**config.mk**
```make
export PLATFORM = sky130hd
export DESIGN_NAME = vga_timing_gen
export DESIGN_NICKNAME = d
export VERILOG_FILES = /design/src/rtl/vga_timing_gen.sv
export SDC_FILE = /design/constraint.sdc
export NUM_CORES = 1
export LEC_CHECK = 0
export BUFFER_PORTS_ARGS = -buffer_cell sky130_fd_sc_hd__buf_2
export CORE_MARGIN = 8
export CORE_UTILIZATION = 47
export DETAILED_ROUTE_END_ITERATION = 7
export PLACE_DENSITY_LB_ADDON = 0.25
export SLEW_MARGIN = 20
export SYNTH_ARGS = -nofsm -noshare
export SYNTH_HDL_FRONTEND = slang
export SYNTH_SLANG_ARGS = --single-unit
```
**constraint.sdc**
```tcl
create_clock -name pix_clk -period 1.95 [get_ports pix_clk]
set_input_delay 0.39 -clock pix_clk [delete_from_list [all_inputs] [get_ports pix_clk]]
set_output_delay 0.39 -clock pix_clk [all_outputs]
set_load 0.005 [all_outputs]
```
**src/rtl/vga_timing_gen.sv**
```systemverilog
// vga_timing_gen -- parameterised VGA raster timing generator.
//
// Free-running sx/sy raster counters advance on pix_clk when ce=1. A frame
// counter counts completed frames. Visible-area, line and frame strobes are
// decoded straight from the registered counters (zero latency). hsync/vsync
// and a delayed copy of de pass through a PIPE_DLY-deep delay line, so they
// line up with a pixel datapath that is PIPE_DLY ce-cycles deep.
//
// Ports:
//   pix_clk     in   pixel clock (only clock)
//   rst_n       in   asynchronous active-low reset
//   ce          in   pixel enable; all state holds while ce=0
//   sx, sy      out  current column / line (registered)
//   de          out  visible-area flag, undelayed
//   line_start  out  sx==0, undelayed
//   frame_start out  sx==0 && sy==0, undelayed
//   hsync/vsync out  sync pins, delayed PIPE_DLY ce-cycles, polarity per param
//   de_dly      out  de delayed PIPE_DLY ce-cycles
//   frame_cnt   out  completed-frame count, wraps at 2^FRAME_CNT_W
module vga_timing_gen #(
  parameter int H_VISIBLE_AREA = 640,
  parameter int H_FRONT_PORCH  = 16,
  parameter int H_SYNC_PULSE   = 96,
  parameter int H_BACK_PORCH   = 48,
  parameter int V_VISIBLE_AREA = 480,
  parameter int V_FRONT_PORCH  = 10,
  parameter int V_SYNC_PULSE   = 2,
  parameter int V_BACK_PORCH   = 33,
  parameter int H_SYNC_POL     = 0,
  parameter int V_SYNC_POL     = 0,
  parameter int PIPE_DLY       = 2,
  parameter int FRAME_CNT_W    = 16,
  localparam int H_TOTAL = H_VISIBLE_AREA + H_FRONT_PORCH + H_SYNC_PULSE + H_BACK_PORCH,
  localparam int V_TOTAL = V_VISIBLE_AREA + V_FRONT_PORCH + V_SYNC_PULSE + V_BACK_PORCH,
  localparam int HW      = $clog2(H_TOTAL),
  localparam int VW      = $clog2(V_TOTAL)
) (
  input  logic                   pix_clk,
  input  logic                   rst_n,
  input  logic                   ce,
  output logic [HW-1:0]          sx,
  output logic [VW-1:0]          sy,
  output logic                   de,
  output logic                   line_start,
  output logic                   frame_start,
  output logic                   hsync,
  output logic                   vsync,
  output logic                   de_dly,
  output logic [FRAME_CNT_W-1:0] frame_cnt
);

  // All decode compares are done at counter width.
  localparam logic [HW-1:0] H_MAX  = HW'(H_TOTAL - 1);
  localparam logic [VW-1:0] V_MAX  = VW'(V_TOTAL - 1);
  localparam logic [HW-1:0] H_VIS  = HW'(H_VISIBLE_AREA);
  localparam logic [VW-1:0] V_VIS  = VW'(V_VISIBLE_AREA);
  localparam logic [HW-1:0] HS_BEG = HW'(H_VISIBLE_AREA + H_FRONT_PORCH);
  localparam logic [HW-1:0] HS_END = HW'(H_VISIBLE_AREA + H_FRONT_PORCH + H_SYNC_PULSE - 1);
  localparam logic [VW-1:0] VS_BEG = VW'(V_VISIBLE_AREA + V_FRONT_PORCH);
  localparam logic [VW-1:0] VS_END = VW'(V_VISIBLE_AREA + V_FRONT_PORCH + V_SYNC_PULSE - 1);
  localparam logic          HPOL   = 1'(H_SYNC_POL);
  localparam logic          VPOL   = 1'(V_SYNC_POL);

  generate
    if (H_TOTAL < 4 || PIPE_DLY < 0 || PIPE_DLY > 8 || FRAME_CNT_W < 1) begin : g_bad_param
      $error("vga_timing_gen: H_TOTAL must be >= 4, PIPE_DLY in 0..8, FRAME_CNT_W >= 1");
    end
  endgenerate

  // Raster counters; sy only moves on the sx wrap, frame_cnt on the sy wrap.
  always_ff @(posedge pix_clk or negedge rst_n) begin
    if (!rst_n) begin
      sx        <= '0;
      sy        <= '0;
      frame_cnt <= '0;
    end else if (ce) begin
      if (sx == H_MAX) begin
        sx <= '0;
        if (sy == V_MAX) begin
          sy        <= '0;
          frame_cnt <= frame_cnt + 1'b1;
        end else begin
          sy <= sy + 1'b1;
        end
      end else begin
        sx <= sx + 1'b1;
      end
    end
  end

  logic hs_act, vs_act;

  assign de          = (sx < H_VIS) && (sy < V_VIS);
  assign line_start  = (sx == '0);
  assign frame_start = (sx == '0) && (sy == '0);
  assign hs_act      = (sx >= HS_BEG) && (sx <= HS_END);
  // vs_act decodes sy only, so vsync edges fall on sx==0.
  assign vs_act      = (sy >= VS_BEG) && (sy <= VS_END);

  // Delay line carries active flags {hs, vs, de}; polarity is applied at the
  // output so a flushed (zero) stage always reads as inactive.
  logic [2:0] raw_v, dly_v;
  assign raw_v = {hs_act, vs_act, de};

  generate
    if (PIPE_DLY == 0) begin : g_nodly
      assign dly_v = raw_v;
    end else begin : g_pipe
      logic [PIPE_DLY-1:0][2:0] dly_pipe;
      always_ff @(posedge pix_clk or negedge rst_n) begin
        if (!rst_n) begin
          dly_pipe <= '0;
        end else if (ce) begin
          dly_pipe[0] <= raw_v;
          for (int i = 1; i < PIPE_DLY; i++) dly_pipe[i] <= dly_pipe[i-1];
        end
      end
      assign dly_v = dly_pipe[PIPE_DLY-1];
    end
  endgenerate

  assign hsync  = dly_v[2] ? HPOL : ~HPOL;
  assign vsync  = dly_v[1] ? VPOL : ~VPOL;
  assign de_dly = dly_v[0];

endmodule
```
==> impl_metrics.env, run 1 <==
export IMPL_syn_cell_area_sq_um=2130
export IMPL_globalRouteOverflowTotal=0
export IMPL_total_of_endpoints_with_negative_setup_slack_in_the_final_report=2
export IMPL_worst_ep_required_time_ns=1.56
export IMPL_fp_dieW_microns=83.3
export IMPL_flow_area_growth_from_synthesis_pct=30.2
export IMPL_final_net_count=290
export IMPL_gr_usage_all_layers=0.156
export IMPL_setup_ws_ns=-0.264
export IMPL_worst_slew_margin_rel=0.680
export IMPL_endpoint_kind="output port"
export IMPL_synthDominantAreaCellType="sky130_fd_sc_hd__dfrtp_1"
export IMPL_max_clock_skew_ns=0.00386
export IMPL_insertion_delay_ns=0.29
export IMPL_grt_start_max_net_pins=22
export IMPL_num_cts_buffers=5
export IMPL_ys_top_cells_by_count="sky130_fd_sc_hd__dfrtp_1, sky130_fd_sc_hd__nand3_1, sky130_fd_sc_hd__xor2_1"
export IMPL_coreArea_sq_um=4350
export IMPL_max_cap_violations=0
export IMPL_run_status="finished with violations"
export IMPL_synth_simple_area_share=0.253
export IMPL_grt_pass1_vias=1861
export IMPL_seq_area_frac_synth=0.494
export IMPL_place_congestion=0.773
export IMPL_dpl_worst_slack_ns=-0.0331
export IMPL_grt_antenna_before_repair=0
export IMPL_crit_fanout=2
export IMPL_finalCriticalPeriod_ns=2.21
export IMPL_vias=1824
export IMPL_grt_pass1_wl_mm=9.16
export IMPL_post_synth_fa_ha_maj_area_fraction=0.0294
export IMPL_violations="setup timing"
export IMPL_yosysTopAreaCellShare=0.494
export IMPL_setup_worst_path_start_class="flip-flop"
export IMPL_largest_family_of_logic_cells_by_synthesized_area="simple AND/OR/NAND/NOR gates"
export IMPL_antenna_cells=0
export IMPL_synth_xor_xnor_area_share=0.115
export IMPL_start_util=0.488
export IMPL_reg2reg_setup_slack_ns=0.09
export IMPL_post_synth_main_area_contributors="sky130_fd_sc_hd__dfrtp_1, sky130_fd_sc_hd__xor2_1, sky130_fd_sc_hd__xnor2_1"
export IMPL_drt_first_pass_iters=4
export IMPL_compound_gate_portion_of_the_synthesized_area=0.0453
export IMPL_timing_setup_tns_ns=-0.429
export IMPL_hold_path_class="primary input to async pin"
export IMPL_fillers=359
export IMPL_finalMaxSlewViolations=0
export IMPL_avgViaCountPerCell=5.44
export IMPL_count_of_flip_flops_with_a_built_in_enable_after_synthesis=0
export IMPL_post_dp_hpwl_mm=3.73
export IMPL_fp_dieArea_sq_um=6930
export IMPL_timing_fmax_mhz=452
export IMPL_final_layout_size_suffix_gt1_frac=0.364
export IMPL_drt_iter0_markers=91
export IMPL_p_per_area_nw_per_um2=807
export IMPL_synthesis_nets=215
export IMPL_layout_worst_path_cycle_share=1.14
export IMPL_max_vdd_ir_drop_mv=0.474
export IMPL_root_buffer="sky130_fd_sc_hd__clkbuf_8"
export IMPL_final_core_density=0.636
export IMPL_detail_route_wirelength_mm=5.14
export IMPL_clk_transition_reported_paths_ns=0.08
export IMPL_synth_ff_latch_count=42
export IMPL_ctsLongestPathBuffers=2
export IMPL_cts_htree_levels=2
export IMPL_rows=24
export IMPL_worst_margin_slew_ns=0.480
export IMPL_detail_route_antenna_nets=0
export IMPL_floorplan_io_pins=45
export IMPL_cts_tree="built"
export IMPL_ys_async_sr_fraction=1.00
export IMPL_die_y_microns=83.3
export IMPL_cp_arrival_ns=1.82
export IMPL_yosysMostFrequentCell="sky130_fd_sc_hd__dfrtp_1"
export IMPL_syn_avg_cell_area_sq_um=10.3
export IMPL_io_buffers=44
export IMPL_timing_setup_critical_path_class="flip-flop to output port"
export IMPL_power_leakage_nw=1.44
export IMPL_clock_sinks=42
export IMPL_rsz0062_at_grt="true"
export IMPL_report_final_hold_viol_count=0
export IMPL_multiplexer_share_of_the_synthesized_area=0.0206
export IMPL_yosys_cell_types_count=38
export IMPL_drc_violation_count_after_routing=0
export IMPL_hold_slack_ns=0.0490
export IMPL_routedWlPerCell_microns=15.3
export IMPL_post_synthesis_cells=207
export IMPL_yosys_warnings=0
export IMPL_synthFlopType="sky130_fd_sc_hd__dfrtp_1"
==> metrics by stage <==
step           total power, mW  instances  cell area, sq um
4_1_cts                   2.23        332              2710
3_3_place_gp              1.53        323              2580
6_report                  2.23        335              2770
2_1_floorplan             1.30        207              2140
3_5_place_dp              1.53        323              2580
5_1_grt                   2.37        335              2770
==> logic make-up (layout without fill, tap and decap cells) <==
group,Yosys count,count (layout)
XOR/XNOR,28,28
AND/OR/NAND/NOR,94,94
multiplexers,4,4
flip-flops,42,42
AO/OA/AOI/OAI,16,16
buffers and inverters,18,94
adder cells (fa/ha/maj),5,5
==> layout by cell type (no fill, tap or decap), drive strengths merged, types with 3 or more instances in the layout <==
cell type,count
nand2,13
clkbuf,7
mux2,3
buf,74
xor2,16
a21oi,3
xnor2,12
nor3,13
ha,5
inv,12
nor2,14
nor4,8
dfrtp,42
nand4,12
and3,6
nand3,17
and4,4
o21ai,7
==> worst max-delay path: stages (launching register included) <==
cell,delay (ns)
sky130_fd_sc_hd__dfrtp_1,0.39
sky130_fd_sc_hd__inv_2,0.07
sky130_fd_sc_hd__ha_4,0.12
sky130_fd_sc_hd__or4b_4,0.46
sky130_fd_sc_hd__nor4_4,0.16
sky130_fd_sc_hd__and4_1,0.22
sky130_fd_sc_hd__buf_2,0.11
==> path summary, 6_finish.rpt <==
path                                     from       endpoint  cells past startpoint
worst min-delay path                    rst_n          sy[7]                      1
max in group asynchronous               rst_n          sy[4]                      2
worst min register to register  frame_cnt[15]  frame_cnt[15]                      1
worst max register to register          sx[1]  frame_cnt[12]                      6
worst max-delay path                    sx[1]    frame_start                      6
min in group pix_clk            frame_cnt[15]  frame_cnt[15]                      1
==> timing repair <==
action                     4_1_cts  5_1_grt
setup endpoints to repair        2       13
setup buffers                    1        3
resized for setup                4        7
gates cloned                     0        0
hold buffers                     0        0
pin swaps                        3        5
==> cell type report <==
type / instances / area (sq um) / share of cell area
Multi-Input combinational cell: 147 / 1050 / 0.379
Tap cell: 52 / 65.1 / 0.0235
Clock inverter: 1 / 30.0 / 0.0108
Inverter: 12 / 45.0 / 0.0163
Timing Repair Buffer: 74 / 452 / 0.163
Clock buffer: 7 / 76.3 / 0.0276
Sequential cell: 42 / 1050 / 0.380
==> registers in the layout, indices dropped and copies added (netlist names) <==
register,cells
sy,10
dly_v,3
frame_cnt,16
g_pipe.dly_pipe,3
sx,10
==> routing by layer <==
metal | track usage | routed length [microns]
met5 | 0 | 0
met4 | 0.0463 | 57
met3 | 0.0439 | 247
met2 | 0.254 | 2510
met1 | 0.196 | 2330
==> report_power, final <==
part	switching, mW	internal (mW)
Sequential	0.0390	0.936
Combinational	0.326	0.264
Clock	0.287	0.383
Note: power is estimated with default switching activity, not from simulation.
==> run 2: changes to the inputs <==
--- a/config.mk
+++ b/config.mk
@@ -9,7 +9,7 @@
 export CORE_MARGIN = 8
 export CORE_UTILIZATION = 47
 export DETAILED_ROUTE_END_ITERATION = 7
-export PLACE_DENSITY_LB_ADDON = 0.25
+export PLACE_DENSITY = 0.76
 export SLEW_MARGIN = 20
 export SYNTH_ARGS = -nofsm -noshare
 export SYNTH_HDL_FRONTEND = slang
==> run 2 against run 1 <==
The run still ends with setup timing left. Setup slack got worse by 0.028 ns. Sequential power fell by 0.7%. First-iteration DRC count rose by 88%. Non-clock buffer count rose by 1. Sequential share of layout area rose by 0.052 points. Final cell count rose by 0.30%. Critical path type unchanged. Highest routed layer unchanged.
==> impl_metrics.env, run 2 (synthesis gave the netlist of run 1 again) <==
export IMPL_max_stage_delay_ns=0.48
export IMPL_clk_transition_reported_paths_ns=0.08
export IMPL_power_switching_mw=0.659
export IMPL_final_net_count=291
export IMPL_fillers=341
export IMPL_worst_slew_margin_rel=0.671
export IMPL_detail_route_antenna_nets=0
export IMPL_power_share_of_the_clock_group=0.269
export IMPL_cts_htree_levels=2
export IMPL_finalMaxSlewViolations=0
export IMPL_fp_dieW_microns=83.3
export IMPL_top_signal_layer_used="met4"
export IMPL_hold_slack_ns=0.0423
export IMPL_drt_first_pass_iters=4
export IMPL_ctsHoldBuffers=0
export IMPL_worstPathBufferInverterCount=2
export IMPL_finalCriticalPeriod_ns=2.24
export IMPL_routedWlPerCell_microns=15.9
export IMPL_report_final_hold_viol_count=0
export IMPL_insertion_delay_ns=0.30
export IMPL_p_per_area_nw_per_um2=775
export IMPL_reg_top3="frame_cnt: 16 flops, sx: 10 flops, sy: 10 flops"
export IMPL_intPower_mw=1.48
export IMPL_globalRouteOverflowTotal=0
export IMPL_num_cts_buffers=5
export IMPL_flow_area_growth_from_synthesis_pct=30.0
export IMPL_floorplan_io_pins=45
export IMPL_post_dp_hpwl_mm=3.86
export IMPL_path_cells="inv_2 -> ha_1 -> or4b_4 -> nor4_4 -> and4_1 -> buf_2"
export IMPL_path_delay_family="simple AND/OR/NAND/NOR gates"
export IMPL_avgViaCountPerCell=5.56
export IMPL_rsz0062_at_grt="true"
export IMPL_grt_antenna_before_repair=0
export IMPL_ctsLongestPathBuffers=2
export IMPL_io_buffers=44
export IMPL_grt_start_max_net_pins=24
export IMPL_run_status="finished with violations"
export IMPL_timing_fmax_mhz=446
export IMPL_cp_arrival_ns=1.85
export IMPL_most_common_layout_cells="sky130_fd_sc_hd__buf_2, sky130_fd_sc_hd__dfrtp_1, sky130_fd_sc_hd__buf_4, sky130_fd_sc_hd__nand3_1, sky130_fd_sc_hd__xor2_1"
export IMPL_report_power_total_mw=2.14
export IMPL_seqPwrFrac=0.452
export IMPL_power_leakage_nw=1.45
export IMPL_regMostFlops="frame_cnt"
export IMPL_clock_sinks=42
export IMPL_rows=24
export IMPL_final_area_sq_um=2760
export IMPL_met3_length_microns=310
export IMPL_root_buffer="sky130_fd_sc_hd__clkbuf_8"
export IMPL_max_vdd_ir_drop_mv=0.450
export IMPL_max_clock_skew_ns=0.0110
export IMPL_detail_route_wirelength_mm=5.33
export IMPL_antenna_cells=0
export IMPL_power_switching_fraction=0.307
export IMPL_grt_pass1_wl_mm=8.68
export IMPL_critical_path_slowest_cell="sky130_fd_sc_hd__or4b_4"
export IMPL_hold_path_class="primary input to async pin"
export IMPL_start_util=0.488
export IMPL_layout_worst_path_cycle_share=1.15
export IMPL_grt_pass1_vias=1834
export IMPL_largest_register_ffs=16
export IMPL_total_of_endpoints_with_negative_setup_slack_in_the_final_report=2
export IMPL_coreArea_sq_um=4350
export IMPL_endpoint_kind="output port"
export IMPL_drt_iter0_markers=171
export IMPL_fp_dieArea_sq_um=6930
export IMPL_gr_usage_all_layers=0.150
export IMPL_placed_cell_area_sq_um=2590
export IMPL_wl_met2_mm=2.70
export IMPL_setup_worst_path_start_class="flip-flop"
export IMPL_worst_ep_required_time_ns=1.56
export IMPL_vias=1869
export IMPL_crit_fanout=2
export IMPL_worst_margin_slew_ns=0.494
export IMPL_drc_violation_count_after_routing=0
export IMPL_max_cap_violations=0
export IMPL_cts_tree="built"
export IMPL_layout_cells_most_common="sky130_fd_sc_hd__buf_2"
export IMPL_comb_power_share=0.279
export IMPL_wl_met1_mm=2.25
export IMPL_final_layout_size_suffix_gt1_frac=0.370
export IMPL_die_y_microns=83.3
export IMPL_timing_setup_critical_path_class="flip-flop to output port"
export IMPL_setup_ws_ns=-0.293
export IMPL_place_congestion=0.824
export IMPL_violations="setup timing"
==> run 2: cell types whose count changed in the layout (fill, tap and decap cells not counted), sizes merged <==
cell and change:
bufinv -1, buf +1, clkinv +1
==> run 2: routing by layer <==
metal,vias up,GRT usage
met2,54,0.236
met1,917,0.185
met5,-,0
met4,0,0.0655
li1,891,-
met3,7,0.0430
==> run 2: power by group through the flow <==
stage	sequential [mW]	combinational, mW	clock (mW)
floorplan	1.05	0.252	0
global placement	0.984	0.541	0
detailed placement	0.986	0.560	0
CTS	0.967	0.581	0.587
global route	0.975	0.657	0.623
finish	0.968	0.598	0.577
==> run 2: metrics by stage <==
stage	TNS [ns]	utilization	setup WS (ns)	instances
2_1_floorplan	0	-	0.00795	207
3_5_place_dp	-0.0741	0.596	-0.0741	323
4_1_cts	-0.417	0.620	-0.297	333
3_3_place_gp	0	0.596	0.000386	323
6_report	-0.414	0.635	-0.293	336
5_1_grt	-0.566	0.635	-0.358	336
==> run 2: worst paths after layout <==
check | from | endpoint | slack, ns | cells after the start
worst max-delay path | sx[0] | frame_start | -0.29 | 6
worst min-delay path | rst_n | dly_v[0] | 0.04 | 1
worst max register to register | sx[6] | sy[7] | 0.07 | 6
worst min register to register | frame_cnt[15] | frame_cnt[15] | 0.47 | 1
max in group asynchronous | rst_n | frame_cnt[15] | 1.40 | 2
min in group pix_clk | frame_cnt[15] | frame_cnt[15] | 0.47 | 1
==> run 2: repair_timing <==
action                                  4_1_cts  5_1_grt
buffers inserted                              2        5
endpoints found under the setup margin        2       19
resized for setup                             1        9
pin swaps                                     2        5
==> run 2: cell type report <==
| cell class | instances | area (sq um) | area share |
|---|---|---|---|
| Sequential cell | 42 | 1050 | 0.380 |
| Clock buffer | 7 | 86.3 | 0.0312 |
| Clock inverter | 1 | 5.00 | 0.00181 |
| Inverter | 12 | 45.0 | 0.0163 |
| Multi-Input combinational cell | 147 | 1050 | 0.378 |
| Timing Repair Buffer | 75 | 465 | 0.168 |
| Tap cell | 52 | 65.1 | 0.0235 |
==> run 3: changes to the inputs <==
--- a/config.mk
+++ b/config.mk
@@ -7,9 +7,9 @@
 export LEC_CHECK = 0
 export BUFFER_PORTS_ARGS = -buffer_cell sky130_fd_sc_hd__buf_2
 export CORE_MARGIN = 8
-export CORE_UTILIZATION = 47
+export CORE_UTILIZATION = 45
 export DETAILED_ROUTE_END_ITERATION = 7
-export PLACE_DENSITY = 0.76
+export PLACE_DENSITY = 0.73
 export SLEW_MARGIN = 20
 export SYNTH_ARGS = -nofsm -noshare
 export SYNTH_HDL_FRONTEND = slang
==> run 3 against run 2 <==
The run still ends with setup timing left. Register-to-register slack better by 0.02 ns. Sequential share of layout area up 0.36 points. Routed wire length down 3.0%. Via count down 2.1%. Clock power down 8.1%. Count of clock-buffer cells in the layout down 2. Critical path depth unchanged. Sequential cell count unchanged. Critical path type unchanged.
==> impl_metrics.env, run 3 (synthesis gave the netlist of run 1 again) <==
export IMPL_total_of_endpoints_with_negative_setup_slack_in_the_final_report=2
export IMPL_place_congestion=0.865
export IMPL_grt_pass1_wl_mm=8.63
export IMPL_layout_worst_path_cycle_share=1.13
export IMPL_endpoint_kind="output port"
export IMPL_grt_pass1_vias=1848
export IMPL_intPower_mw=1.45
export IMPL_final_net_count=292
export IMPL_dpl_worst_slack_ns=-0.0211
export IMPL_start_util=0.459
export IMPL_drc_violation_count_after_routing=0
export IMPL_timing_setup_critical_path_class="flip-flop to output port"
export IMPL_grt_antenna_before_repair=0
export IMPL_violations="setup timing"
export IMPL_setup_worst_path_start_class="flip-flop"
export IMPL_run_status="finished with violations"
export IMPL_fillers=404
export IMPL_timing_setup_tns_ns=-0.349
export IMPL_ctsHoldBuffers=0
export IMPL_max_cap_violations=0
export IMPL_gr_usage_all_layers=0.148
export IMPL_flow_area_growth_from_synthesis_pct=28.8
export IMPL_avgViaCountPerCell=5.41
export IMPL_power_leakage_nw=1.42
export IMPL_worst_margin_slew_ns=0.524
export IMPL_routedWlPerCell_microns=15.3
export IMPL_worst_ep_required_time_ns=1.56
export IMPL_max_clock_skew_ns=0.00785
export IMPL_regMostFlops="frame_cnt"
export IMPL_drt_first_pass_iters=4
export IMPL_report_final_hold_viol_count=0
export IMPL_crit_fanout=2
export IMPL_largest_register_ffs=16
export IMPL_max_vdd_ir_drop_mv=0.349
export IMPL_worst_r2r_endpoint="frame_cnt[10]"
export IMPL_num_cts_buffers=5
export IMPL_cts_htree_levels=2
export IMPL_layout_cells_most_common="sky130_fd_sc_hd__buf_2"
export IMPL_seqPwrFrac=0.465
export IMPL_reg_top3="frame_cnt: 16 flops, sx: 10 flops, sy: 10 flops"
export IMPL_reg2reg_from="sx[0]"
export IMPL_final_area_sq_um=2740
export IMPL_grt_start_max_net_pins=43
export IMPL_root_buffer="sky130_fd_sc_hd__clkbuf_8"
export IMPL_io_buffers=44
export IMPL_final_layout_size_suffix_gt1_frac=0.377
export IMPL_most_common_layout_cells="sky130_fd_sc_hd__buf_2, sky130_fd_sc_hd__dfrtp_1, sky130_fd_sc_hd__buf_4, sky130_fd_sc_hd__nand3_1, sky130_fd_sc_hd__xor2_1"
export IMPL_hold_path_class="primary input to async pin"
export IMPL_ctsLongestPathBuffers=2
export IMPL_coreArea_sq_um=4630
export IMPL_power_share_of_the_clock_group=0.253
export IMPL_floorplan_io_pins=45
export IMPL_timing_fmax_mhz=454
export IMPL_placed_cell_area_sq_um=2610
export IMPL_drt_iter0_markers=82
export IMPL_worst_slew_margin_rel=0.650
export IMPL_p_per_area_nw_per_um2=765
export IMPL_clk_transition_reported_paths_ns=0.08
export IMPL_insertion_delay_ns=0.29
export IMPL_globalRouteOverflowTotal=0
export IMPL_detail_route_antenna_nets=0
export IMPL_rows=25
export IMPL_number_of_cell_instances_on_the_worst_register_to_register_path=6
export IMPL_clock_sinks=42
export IMPL_detail_route_wirelength_mm=5.17
export IMPL_cts_tree="built"
export IMPL_power_switching_mw=0.646
export IMPL_finalMaxSlewViolations=0
export IMPL_comb_power_share=0.282
export IMPL_power_switching_fraction=0.309
export IMPL_antenna_cells=0
export IMPL_rsz0062_at_grt="true"
export IMPL_die_y_microns=84.7
export IMPL_finalCriticalPeriod_ns=2.20
export IMPL_setup_ws_ns=-0.253
export IMPL_post_dp_hpwl_mm=3.84
export IMPL_vias=1829
export IMPL_fp_dieW_microns=84.7
export IMPL_fp_dieArea_sq_um=7180
export IMPL_reg2reg_setup_slack_ns=0.09
export IMPL_cp_arrival_ns=1.81
==> run 3: power groups by stage <==
stage	Clock, mW	Sequential (mW)	Combinational [mW]
2_1_floorplan	0	1.05	0.252
3_3_place_gp	0	0.982	0.548
3_5_place_dp	0	0.986	0.554
4_1_cts	0.543	0.972	0.588
5_1_grt	0.578	0.978	0.660
6_report	0.530	0.974	0.590
==> run 3: what timing repair did <==
item | CTS | global route
pin swaps | 3 | 2
endpoints found under the setup margin | 2 | 5
gates resized for setup | 5 | 4
setup buffers | 1 | 2
==> run 3: how the worst max path moves through the flow <==
| stage | slack (ns) | end | startpoint | cells after the start |
|---|---|---|---|---|
| 4_1_cts | -0.24 | frame_start | sx[0] | 6 |
| 5_1_grt | -0.34 | frame_start | sx[0] | 6 |
| 2_1_floorplan | 0.008 | frame_cnt[12] | sx[5] | 6 |
| 6_report | -0.25 | frame_start | sx[0] | 6 |
| 3_3_place_gp | 0.005 | frame_start | sx[0] | 6 |
| 3_5_place_dp | -0.02 | frame_start | sx[0] | 6 |
==> run 3: area by class of cell <==
class | instances | area, sq um | share of cell area
clock buffers | 5 | 68.8 | 0.0251
clock inverters | 2 | 10.0 | 0.00366
repair buffers | 76 | 460 | 0.168
multi-input cells | 147 | 1030 | 0.378
flip-flops and latches | 42 | 1050 | 0.384
inverters | 12 | 45.0 | 0.0165
well taps | 54 | 67.6 | 0.0247
==> run 3: stage by stage <==
| step | hold slack, ns | std cells | utilization | power, mW |
|---|---|---|---|---|
| finish | 0.155 | 338 | 0.591 | 2.09 |
| global route | 0.201 | 338 | 0.591 | 2.22 |
| CTS | 0.173 | 336 | 0.585 | 2.10 |
| detailed placement | 0.452 | 328 | 0.563 | 1.54 |
| global placement | 0.453 | 328 | 0.563 | 1.53 |
| floorplan | 0.0944 | 207 | - | 1.30 |
==> run 3: critical path, cell delays in order (launching register included) <==
cell	delay (ns)
sky130_fd_sc_hd__dfrtp_1	0.41
sky130_fd_sc_hd__inv_2	0.09
sky130_fd_sc_hd__ha_4	0.11
sky130_fd_sc_hd__or4b_4	0.46
sky130_fd_sc_hd__nor4_4	0.14
sky130_fd_sc_hd__and4_1	0.20
sky130_fd_sc_hd__buf_2	0.11
==> run 3: routing by layer <==
layer	vias to the layer above	wire, microns	GRT usage
li1	889	-	-
met1	895	2280	0.176
met2	41	2610	0.248
met3	4	230	0.0390
met4	0	46	0.0615
met5	-	0	0
